**src/rtl/i2s_rx_intf.sv**
```systemverilog
// I2S receiver: generates MCLK/SCLK/LRCLK from clk and deserializes 24-bit stereo words,
// presenting the top 16 bits of each channel with a single-cycle vld strobe.
module i2s_rx_intf (
    input  logic               clk,
    input  logic               rst_n,
    input  logic               SDout,
    output logic               MCLK,
    output logic               SCLK,
    output logic               LRCLK,
    output logic signed [15:0] lft_chnnl,
    output logic signed [15:0] rght_chnnl,
    output logic               vld
);

    typedef enum logic [1:0] {StSync, StLeft, StRight} state_e;

    state_e      state_q, state_d;
    logic [10:0] cnt_q;
    logic [15:0] shft_q;
    logic [15:0] shft_nxt;
    logic [15:0] lft_hold_q;
    logic [4:0]  slot;
    logic        smpl;
    logic        shift_en;
    logic        last_bit;
    logic        wrap;
    logic        cap_left;
    logic        cap_right;

    // Clocks come straight from counter flops so they are glitch-free.
    assign MCLK  = cnt_q[1];
    assign SCLK  = cnt_q[4];
    assign LRCLK = cnt_q[10];

    assign slot     = cnt_q[9:5];
    assign smpl     = (cnt_q[4:0] == 5'd15);
    assign shift_en = smpl && (slot != 5'd0) && (slot <= 5'd16);
    assign last_bit = smpl && (slot == 5'd16);
    assign wrap     = (cnt_q == 11'h7ff);
    // Capture paths take the bit arriving on this edge, not the stale register.
    assign shft_nxt = {shft_q[14:0], SDout};

    always_comb begin
        state_d   = state_q;
        cap_left  = 1'b0;
        cap_right = 1'b0;
        unique case (state_q)
            StSync: begin
                if (wrap) state_d = StLeft;
            end
            StLeft: begin
                cap_left = last_bit;
                if (cnt_q == 11'd1023) state_d = StRight;
            end
            StRight: begin
                cap_right = last_bit;
                if (wrap) state_d = StLeft;
            end
            default: state_d = StSync;
        endcase
    end

    always_ff @(posedge clk or negedge rst_n) begin
        if (!rst_n) begin
            state_q    <= StSync;
            cnt_q      <= 11'd0;
            shft_q     <= 16'd0;
            lft_hold_q <= 16'd0;
            lft_chnnl  <= 16'sd0;
            rght_chnnl <= 16'sd0;
            vld        <= 1'b0;
        end else begin
            state_q <= state_d;
            cnt_q   <= cnt_q + 11'd1;
            vld     <= cap_right;
            if (shift_en) shft_q <= shft_nxt;
            if (cap_left) lft_hold_q <= shft_nxt;
            if (cap_right) begin
                lft_chnnl  <= lft_hold_q;
                rght_chnnl <= shft_nxt;
            end
        end
    end

endmodule

```
**config.mk**
```make
export PLATFORM = sky130hd
export DESIGN_NAME = i2s_rx_intf
export DESIGN_NICKNAME = d
export VERILOG_FILES = /design/src/rtl/i2s_rx_intf.sv
export SDC_FILE = /design/constraint.sdc
export NUM_CORES = 1
export LEC_CHECK = 0
export CAP_MARGIN = 20
export CORE_UTILIZATION = 50
export CTS_BUF_LIST = sky130_fd_sc_hd__clkbuf_8
export DETAILED_ROUTE_END_ITERATION = 12
export PLACE_DENSITY = 0.73
export REMOVE_ABC_BUFFERS = 1
export SYNTH_ARGS = -nofsm -noshare
export SYNTH_HDL_FRONTEND = slang
export SYNTH_SLANG_ARGS = --single-unit
```
**constraint.sdc**
```tcl
create_clock -name clk -period 4.5 [get_ports clk]
set_input_delay 0.9 -clock clk [delete_from_list [all_inputs] [get_ports clk]]
set_output_delay 0.9 -clock clk [all_outputs]
set_load 0.03 [all_outputs]
```
==> run_summary.xml, run 1 <==
<?xml version="1.0" encoding="UTF-8"?>
<metrics>
  <group name="worst_setup_path">
    <metric name="critical_path.startpoint_type" unit="">flip-flop</metric>
    <metric name="cp_slowest_stage_delay" unit="ns">0.76</metric>
    <metric name="worst-endpoint-required" unit="ns">4.71</metric>
    <metric name="crit_type" unit="">reg -&gt; reg</metric>
    <metric name="setup.worst_path.end_class" unit="">flip-flop</metric>
    <metric name="crit_slowest_cell" unit="">nor3_4</metric>
    <metric name="cp_cell_sequence" unit="">or4_1, nor3_4, mux2_2</metric>
    <metric name="data_arrival_at_the_endpoint_of_the_critical_path" unit="ns">2.63</metric>
    <metric name="crit_fanout" unit="">16</metric>
  </group>
  <group name="placement">
    <metric name="io_port_bufs" unit="">38</metric>
    <metric name="dp_hpwl" unit="mm">2.95</metric>
    <metric name="gp_routability_congestion" unit="">0.759</metric>
    <metric name="post_dp_cell_area" unit="mm²">0.00342</metric>
  </group>
  <group name="die">
    <metric name="die_w" unit="µm">79.6</metric>
    <metric name="floorplan.io_pins" unit="">39</metric>
    <metric name="die_y" unit="µm">79.6</metric>
    <metric name="start_util" unit="%">53.4</metric>
    <metric name="die_area" unit="mm²">0.00634</metric>
    <metric name="row_count" unit="">27</metric>
    <metric name="core-area" unit="mm²">0.00564</metric>
  </group>
  <group name="clock_tree">
    <metric name="cts_sinks" unit="">77</metric>
    <metric name="h-tree-depth" unit="">3</metric>
    <metric name="cts-buffers-inserted" unit="">9</metric>
    <metric name="clock_tree.buffer_depth" unit="">2</metric>
    <metric name="post_cts_buffers" unit="">0</metric>
    <metric name="cts_hold_repair.buffers" unit="">0</metric>
    <metric name="tritoncts" unit="">done</metric>
    <metric name="clkTransAtPathRegs" unit="ns">0.08</metric>
    <metric name="postCtsResizedCells" unit="">0</metric>
    <metric name="worstSkewPairLatency" unit="ns">0.33</metric>
    <metric name="cts.root.buffer_cell" unit="">clkbuf_8</metric>
  </group>
  <group name="cells_and_area">
    <metric name="finalInstanceArea" unit="mm²">0.00365</metric>
    <metric name="layout_common_cells" unit="">77 x dfrtp_1, 63 x mux2_2, 37 x clkdlybuf4s50_1</metric>
    <metric name="multi_input_area" unit="mm²">0.00100</metric>
    <metric name="layout_commonest_cell" unit="">dfrtp_1</metric>
    <metric name="sequential_cell_area" unit="mm²">0.00193</metric>
    <metric name="antennaDiodeCount" unit="">0</metric>
    <metric name="nFillCells" unit="">421</metric>
    <metric name="num-nets-final" unit="">239</metric>
    <metric name="layout_cells_sized_above_1" unit="%">34.7</metric>
    <metric name="areaGrowthSynthToFinish" unit="%">21.0</metric>
  </group>
  <group name="synthesis">
    <metric name="yosysWarningCount" unit="">0</metric>
    <metric name="synth.ff_latch_count" unit="">77</metric>
    <metric name="synth_area_per_cell" unit="µm²">15.9</metric>
    <metric name="syn_inst" unit="">190</metric>
    <metric name="yosysUniqueCellTypes" unit="">23</metric>
    <metric name="cell_area_synth" unit="mm²">0.00301</metric>
    <metric name="seq_area_frac_synth" unit="%">63.9</metric>
  </group>
  <group name="drt">
    <metric name="detail_route.wirelength" unit="mm">4.62</metric>
    <metric name="drt_pass1_iterations" unit="">4</metric>
    <metric name="drt-initial-drc-count" unit="">52</metric>
    <metric name="vias" unit="">1633</metric>
    <metric name="routedWlPerCell" unit="µm">14.9</metric>
    <metric name="remaining_antenna_violation_count" unit="">0</metric>
    <metric name="via_density_per_instance" unit="">5.25</metric>
    <metric name="detail_route.drc_violations" unit="">0</metric>
  </group>
  <group name="timing">
    <metric name="maxSlewViolCount" unit="">0</metric>
    <metric name="finalCritPeriodShare" unit="%">53.8</metric>
    <metric name="hold_viol_final" unit="">0</metric>
    <metric name="skew" unit="ns">0.0111</metric>
    <metric name="time_the_worst_path_needs_with_i_o_delays_and_setup" unit="ns">2.42</metric>
    <metric name="setup_violations" unit="">0</metric>
    <metric name="worst_slew_pin_slew" unit="ns">0.919</metric>
    <metric name="setup-tns-final" unit="ns">0</metric>
    <metric name="setup_repair_after_global_routing_missed_its_margin" unit="">no</metric>
    <metric name="timing.max_slew.rel_slack" unit="%">38.7</metric>
    <metric name="fmaxAchievable" unit="GHz">0.413</metric>
  </group>
  <group name="global_routing">
    <metric name="groute.usage.overall" unit="%">17.0</metric>
    <metric name="grt_antenna_before_repair" unit="">0</metric>
    <metric name="grt_pass1_vias" unit="">1691</metric>
    <metric name="grt_start_max_net_pins" unit="">78</metric>
    <metric name="wire_length_of_the_first_global_routing_pass" unit="mm">8.18</metric>
    <metric name="globalRouteOverflowTotal" unit="">0</metric>
  </group>
  <group name="outcome">
    <metric name="run_status" unit="">finished clean</metric>
  </group>
  <group name="flow_run">
    <metric name="drv_cap" unit="">0</metric>
  </group>
  <group name="pwr">
    <metric name="peakVddDrop" unit="mV">0.205</metric>
    <metric name="p_leak" unit="nW">1.78</metric>
    <metric name="power_density" unit="mW/mm²">349</metric>
  </group>
  <group name="hold_path">
    <metric name="hold_class" unit="">reg -&gt; reg</metric>
  </group>
</metrics>
==> stage by stage <==
stage / instances / util (%) / power (W) / hold slack (ns) / setup WS (ns)
detailed placement: 295 / 60.7 / 0.000721 / 0.490 / 2.04
global placement: 295 / 60.7 / 0.000722 / 0.479 / 2.09
global route: 311 / 64.6 / 0.00132 / 0.512 / 1.85
CTS: 311 / 64.6 / 0.00129 / 0.503 / 2.04
finish: 311 / 64.6 / 0.00127 / 0.504 / 2.08
floorplan: 184 / - / 0.000706 / 0.460 / 1.81
==> layer usage <==
layer	GRT usage, %	wire, µm
met3	3.77	162
met1	23.6	2190
met2	26.0	2220
met4	6.55	53
met5	0	0
==> power by group <==
group	internal (W)	leakage, nW	switching, W
Combinational	0.00000164	0.615	0.0000127
Clock	0.000326	0.110	0.000241
Sequential	0.000692	1.06	0.000000431
Total	0.00102	1.78	0.000254
==> final cells by class <==
cell class                 count  share of cell area, %
inverter                       5                  0.515
sequential                    77                   52.8
clock inverter                 6                   2.40
multi-input combinational    102                   27.4
tap                           72                   2.47
clock buffer                  10                   3.77
timing repair buffer          39                   10.6
==> state kept, by name, summed over array words and instances, names as in the netlist <==
name / count
cnt_q: 11
rght_chnnl: 16
lft_hold_q: 16
vld: 1
lft_chnnl: 16
shft_q: 15
state_q: 2
==> synth_stat cells, drive strengths merged <==
master | instances | area (µm²)
nor3 | 6 | 52.6
nand2 | 5 | 18.8
dfrtp | 77 | 1930
or4 | 2 | 15.0
mux2i | 1 | 22.5
o211a | 1 | 10.0
nand3 | 4 | 20.0
buf | 5 | 53.8
xor2 | 5 | 43.8
clkbuf | 1 | 13.8
mux2 | 63 | 709
nand4 | 1 | 6.26
inv | 5 | 18.8
nor4 | 1 | 6.26
o22ai | 1 | 6.26
ha | 2 | 25.0
and3 | 1 | 6.26
nor2 | 2 | 7.51
xnor2 | 3 | 26.3
nand2b | 4 | 25.0
==> path summary, 6_finish.rpt <==
kind                       slack, ns                from  depth (start not counted)                    endpoint
max                             2.08  cnt_q[8]$_DFF_PN0_                          3  lft_hold_q[15]$_DFFE_PN0P_
min                             0.50  cnt_q[3]$_DFF_PN0_                          1          cnt_q[3]$_DFF_PN0_
min reg2reg                     0.50  cnt_q[3]$_DFF_PN0_                          1          cnt_q[3]$_DFF_PN0_
max in group asynchronous       3.20               rst_n                          1   rght_chnnl[5]$_DFFE_PN0P_
min in group asynchronous       0.70               rst_n                          1         cnt_q[10]$_DFF_PN0_
max reg2reg                     2.08  cnt_q[8]$_DFF_PN0_                          3  lft_hold_q[15]$_DFFE_PN0P_
==> cell families (layout without fill, tap and decap cells) <==
logic type      after synthesis  in the layout  synth area share [%]
compound gates                2              2                 0.540
xor+xnor                      8              8                  2.32
flops                        77             77                  63.9
buf+inv                      11             60                  2.86
mux                          64             64                  24.3
simple gates                 26             26                  5.23
fa+ha+maj                     2              2                 0.830
==> worst max-delay path, delay by kind of cell, from the launching register on <==
kind | cells | cell delay, ns
simple gates | 2 | 1.47
flops | 1 | 0.42
mux | 1 | 0.41
Power figures use the tool's default switching activity.
==> run 2, diff against run 1 <==
- PLACE_DENSITY: 0.73 -> 0.76
- clock period: 4.5 -> 2.2 ns (I/O delays scaled with it)
==> run_summary.xml, run 2 (synthesis gave the netlist of run 1 again) <==
<?xml version="1.0" encoding="UTF-8"?>
<metrics>
  <group name="outcome">
    <metric name="run_status" unit="">finished clean</metric>
  </group>
  <group name="global_routing">
    <metric name="grt_start_max_net_pins" unit="">34</metric>
    <metric name="grt_pass1_vias" unit="">1669</metric>
    <metric name="groute.usage.overall" unit="%">17.2</metric>
    <metric name="globalRouteOverflowTotal" unit="">0</metric>
    <metric name="wire_length_of_the_first_global_routing_pass" unit="mm">8.04</metric>
    <metric name="grt_antenna_before_repair" unit="">0</metric>
  </group>
  <group name="pwr">
    <metric name="p_leak" unit="nW">1.83</metric>
    <metric name="peakVddDrop" unit="mV">0.504</metric>
    <metric name="power_density" unit="mW/mm²">659</metric>
  </group>
  <group name="worst_setup_path">
    <metric name="data_arrival_at_the_endpoint_of_the_critical_path" unit="ns">2.33</metric>
    <metric name="critical_path.startpoint_type" unit="">flip-flop</metric>
    <metric name="crit_type" unit="">reg -&gt; reg</metric>
    <metric name="setup.worst_path.end_class" unit="">flip-flop</metric>
    <metric name="worst-endpoint-required" unit="ns">2.42</metric>
    <metric name="crit_fanout" unit="">33</metric>
  </group>
  <group name="drt">
    <metric name="vias" unit="">1669</metric>
    <metric name="drt_pass1_iterations" unit="">4</metric>
    <metric name="remaining_antenna_violation_count" unit="">0</metric>
    <metric name="routedWlPerCell" unit="µm">14.6</metric>
    <metric name="drt-initial-drc-count" unit="">54</metric>
    <metric name="via_density_per_instance" unit="">5.22</metric>
    <metric name="detail_route.drc_violations" unit="">0</metric>
    <metric name="detail_route.wirelength" unit="mm">4.68</metric>
  </group>
  <group name="cells_and_area">
    <metric name="layout_common_cells" unit="">77 x dfrtp_1, 63 x mux2_2, 37 x clkdlybuf4s50_1</metric>
    <metric name="layout_commonest_cell" unit="">dfrtp_1</metric>
    <metric name="layout_cells_sized_above_1" unit="%">37.5</metric>
    <metric name="num-nets-final" unit="">248</metric>
    <metric name="antennaDiodeCount" unit="">0</metric>
    <metric name="nFillCells" unit="">409</metric>
    <metric name="areaGrowthSynthToFinish" unit="%">24.0</metric>
    <metric name="final_core_utilization" unit="%">66.2</metric>
    <metric name="multi_input_area" unit="mm²">0.00100</metric>
    <metric name="top_regs" unit="">lft_chnnl x16, lft_hold_q x16, rght_chnnl x16</metric>
    <metric name="sequential_cell_area" unit="mm²">0.00193</metric>
  </group>
  <group name="placement">
    <metric name="gp_routability_congestion" unit="">0.765</metric>
    <metric name="dp_hpwl" unit="mm">3.11</metric>
    <metric name="io_port_bufs" unit="">38</metric>
  </group>
  <group name="timing">
    <metric name="maxSlewViolCount" unit="">0</metric>
    <metric name="skew" unit="ns">0.00465</metric>
    <metric name="fmaxAchievable" unit="GHz">0.475</metric>
    <metric name="finalCritPeriodShare" unit="%">95.8</metric>
    <metric name="setup-tns-final" unit="ns">0</metric>
    <metric name="time_the_worst_path_needs_with_i_o_delays_and_setup" unit="ns">2.11</metric>
    <metric name="setup_repair_after_global_routing_missed_its_margin" unit="">no</metric>
    <metric name="timing.max_slew.rel_slack" unit="%">72.4</metric>
    <metric name="worst_hold_slack" unit="ns">0.0342</metric>
    <metric name="setup_violations" unit="">0</metric>
    <metric name="worst_slew_pin_slew" unit="ns">0.414</metric>
    <metric name="hold_viol_final" unit="">0</metric>
  </group>
  <group name="clock_tree">
    <metric name="cts_hold_repair.buffers" unit="">0</metric>
    <metric name="clkTransAtPathRegs" unit="ns">0.07</metric>
    <metric name="clock_tree.buffer_depth" unit="">2</metric>
    <metric name="post_cts_buffers" unit="">0</metric>
    <metric name="h-tree-depth" unit="">3</metric>
    <metric name="tritoncts" unit="">done</metric>
    <metric name="worstSkewPairLatency" unit="ns">0.33</metric>
    <metric name="cts.root.buffer_cell" unit="">clkbuf_8</metric>
    <metric name="cts_sinks" unit="">77</metric>
    <metric name="postCtsResizedCells" unit="">0</metric>
    <metric name="cts-buffers-inserted" unit="">9</metric>
  </group>
  <group name="die">
    <metric name="die_y" unit="µm">79.6</metric>
    <metric name="die_w" unit="µm">79.6</metric>
    <metric name="floorplan.io_pins" unit="">39</metric>
    <metric name="row_count" unit="">27</metric>
    <metric name="core-area" unit="mm²">0.00564</metric>
    <metric name="die_area" unit="mm²">0.00634</metric>
    <metric name="start_util" unit="%">53.4</metric>
  </group>
  <group name="hold_path">
    <metric name="hold_class" unit="">in -&gt; async</metric>
  </group>
  <group name="flow_run">
    <metric name="drv_cap" unit="">0</metric>
  </group>
</metrics>
run 2: area by class of cell:
class | count | area share, %
Sequential cell | 77 | 51.6
Multi-Input combinational cell | 102 | 26.8
Timing Repair Buffer | 48 | 13.5
Clock buffer | 13 | 4.79
Tap cell | 72 | 2.41
Inverter | 5 | 0.502
Clock inverter | 3 | 0.469
run 2: power by group:
part / switching, W / internal [W] / leakage [nW]
sequential: 0.00000101 / 0.00142 / 1.06
clock: 0.000482 / 0.000530 / 0.101
combinational: 0.0000274 / 0.00000821 / 0.674
run 2: final timing paths:
path,from,end,slack (ns),depth (start not counted)
min reg2reg,cnt_q[0]$_DFF_PN0_,cnt_q[1]$_DFF_PN0_,0.49,1
max reg2reg,cnt_q[6]$_DFF_PN0_,lft_chnnl[1]$_DFFE_PN0P_,0.09,4
max,cnt_q[6]$_DFF_PN0_,lft_chnnl[1]$_DFFE_PN0P_,0.09,4
min in group clk,cnt_q[0]$_DFF_PN0_,cnt_q[1]$_DFF_PN0_,0.49,1
max in group asynchronous,rst_n,lft_chnnl[3]$_DFFE_PN0P_,1.59,2
min,rst_n,rght_chnnl[15]$_DFFE_PN0P_,0.03,1
run 2: per-stage QoR:
step	cells	instance area, µm²	total power [W]	setup slack [ns]
after global placement	304	3540	0.00148	0.149
after floorplan	184	2950	0.00144	-0.489
after global routing	320	3740	0.00256	0.00486
after CTS	320	3740	0.00249	0.0808
final	320	3740	0.00246	0.0925
after detailed placement	304	3540	0.00148	0.0899
run 2: worst max-delay path, stage by stage, from the launching register on:
cell     delay [ns]
dfrtp_1        0.42
or4_1          0.69
nor3_4         0.27
buf_12         0.23
mux2_2         0.36
run 2: per-layer routing:
layer  part of all wire [%]  up-vias  wire (µm)  GRT usage [%]
met1                     49      854       2300           23.0
met3                    3.7        5        173           4.46
met4                    1.5        0         72           10.4
met2                     46       35       2140           25.2
met5                      0        -          0              0
li1                       -      775          -              -
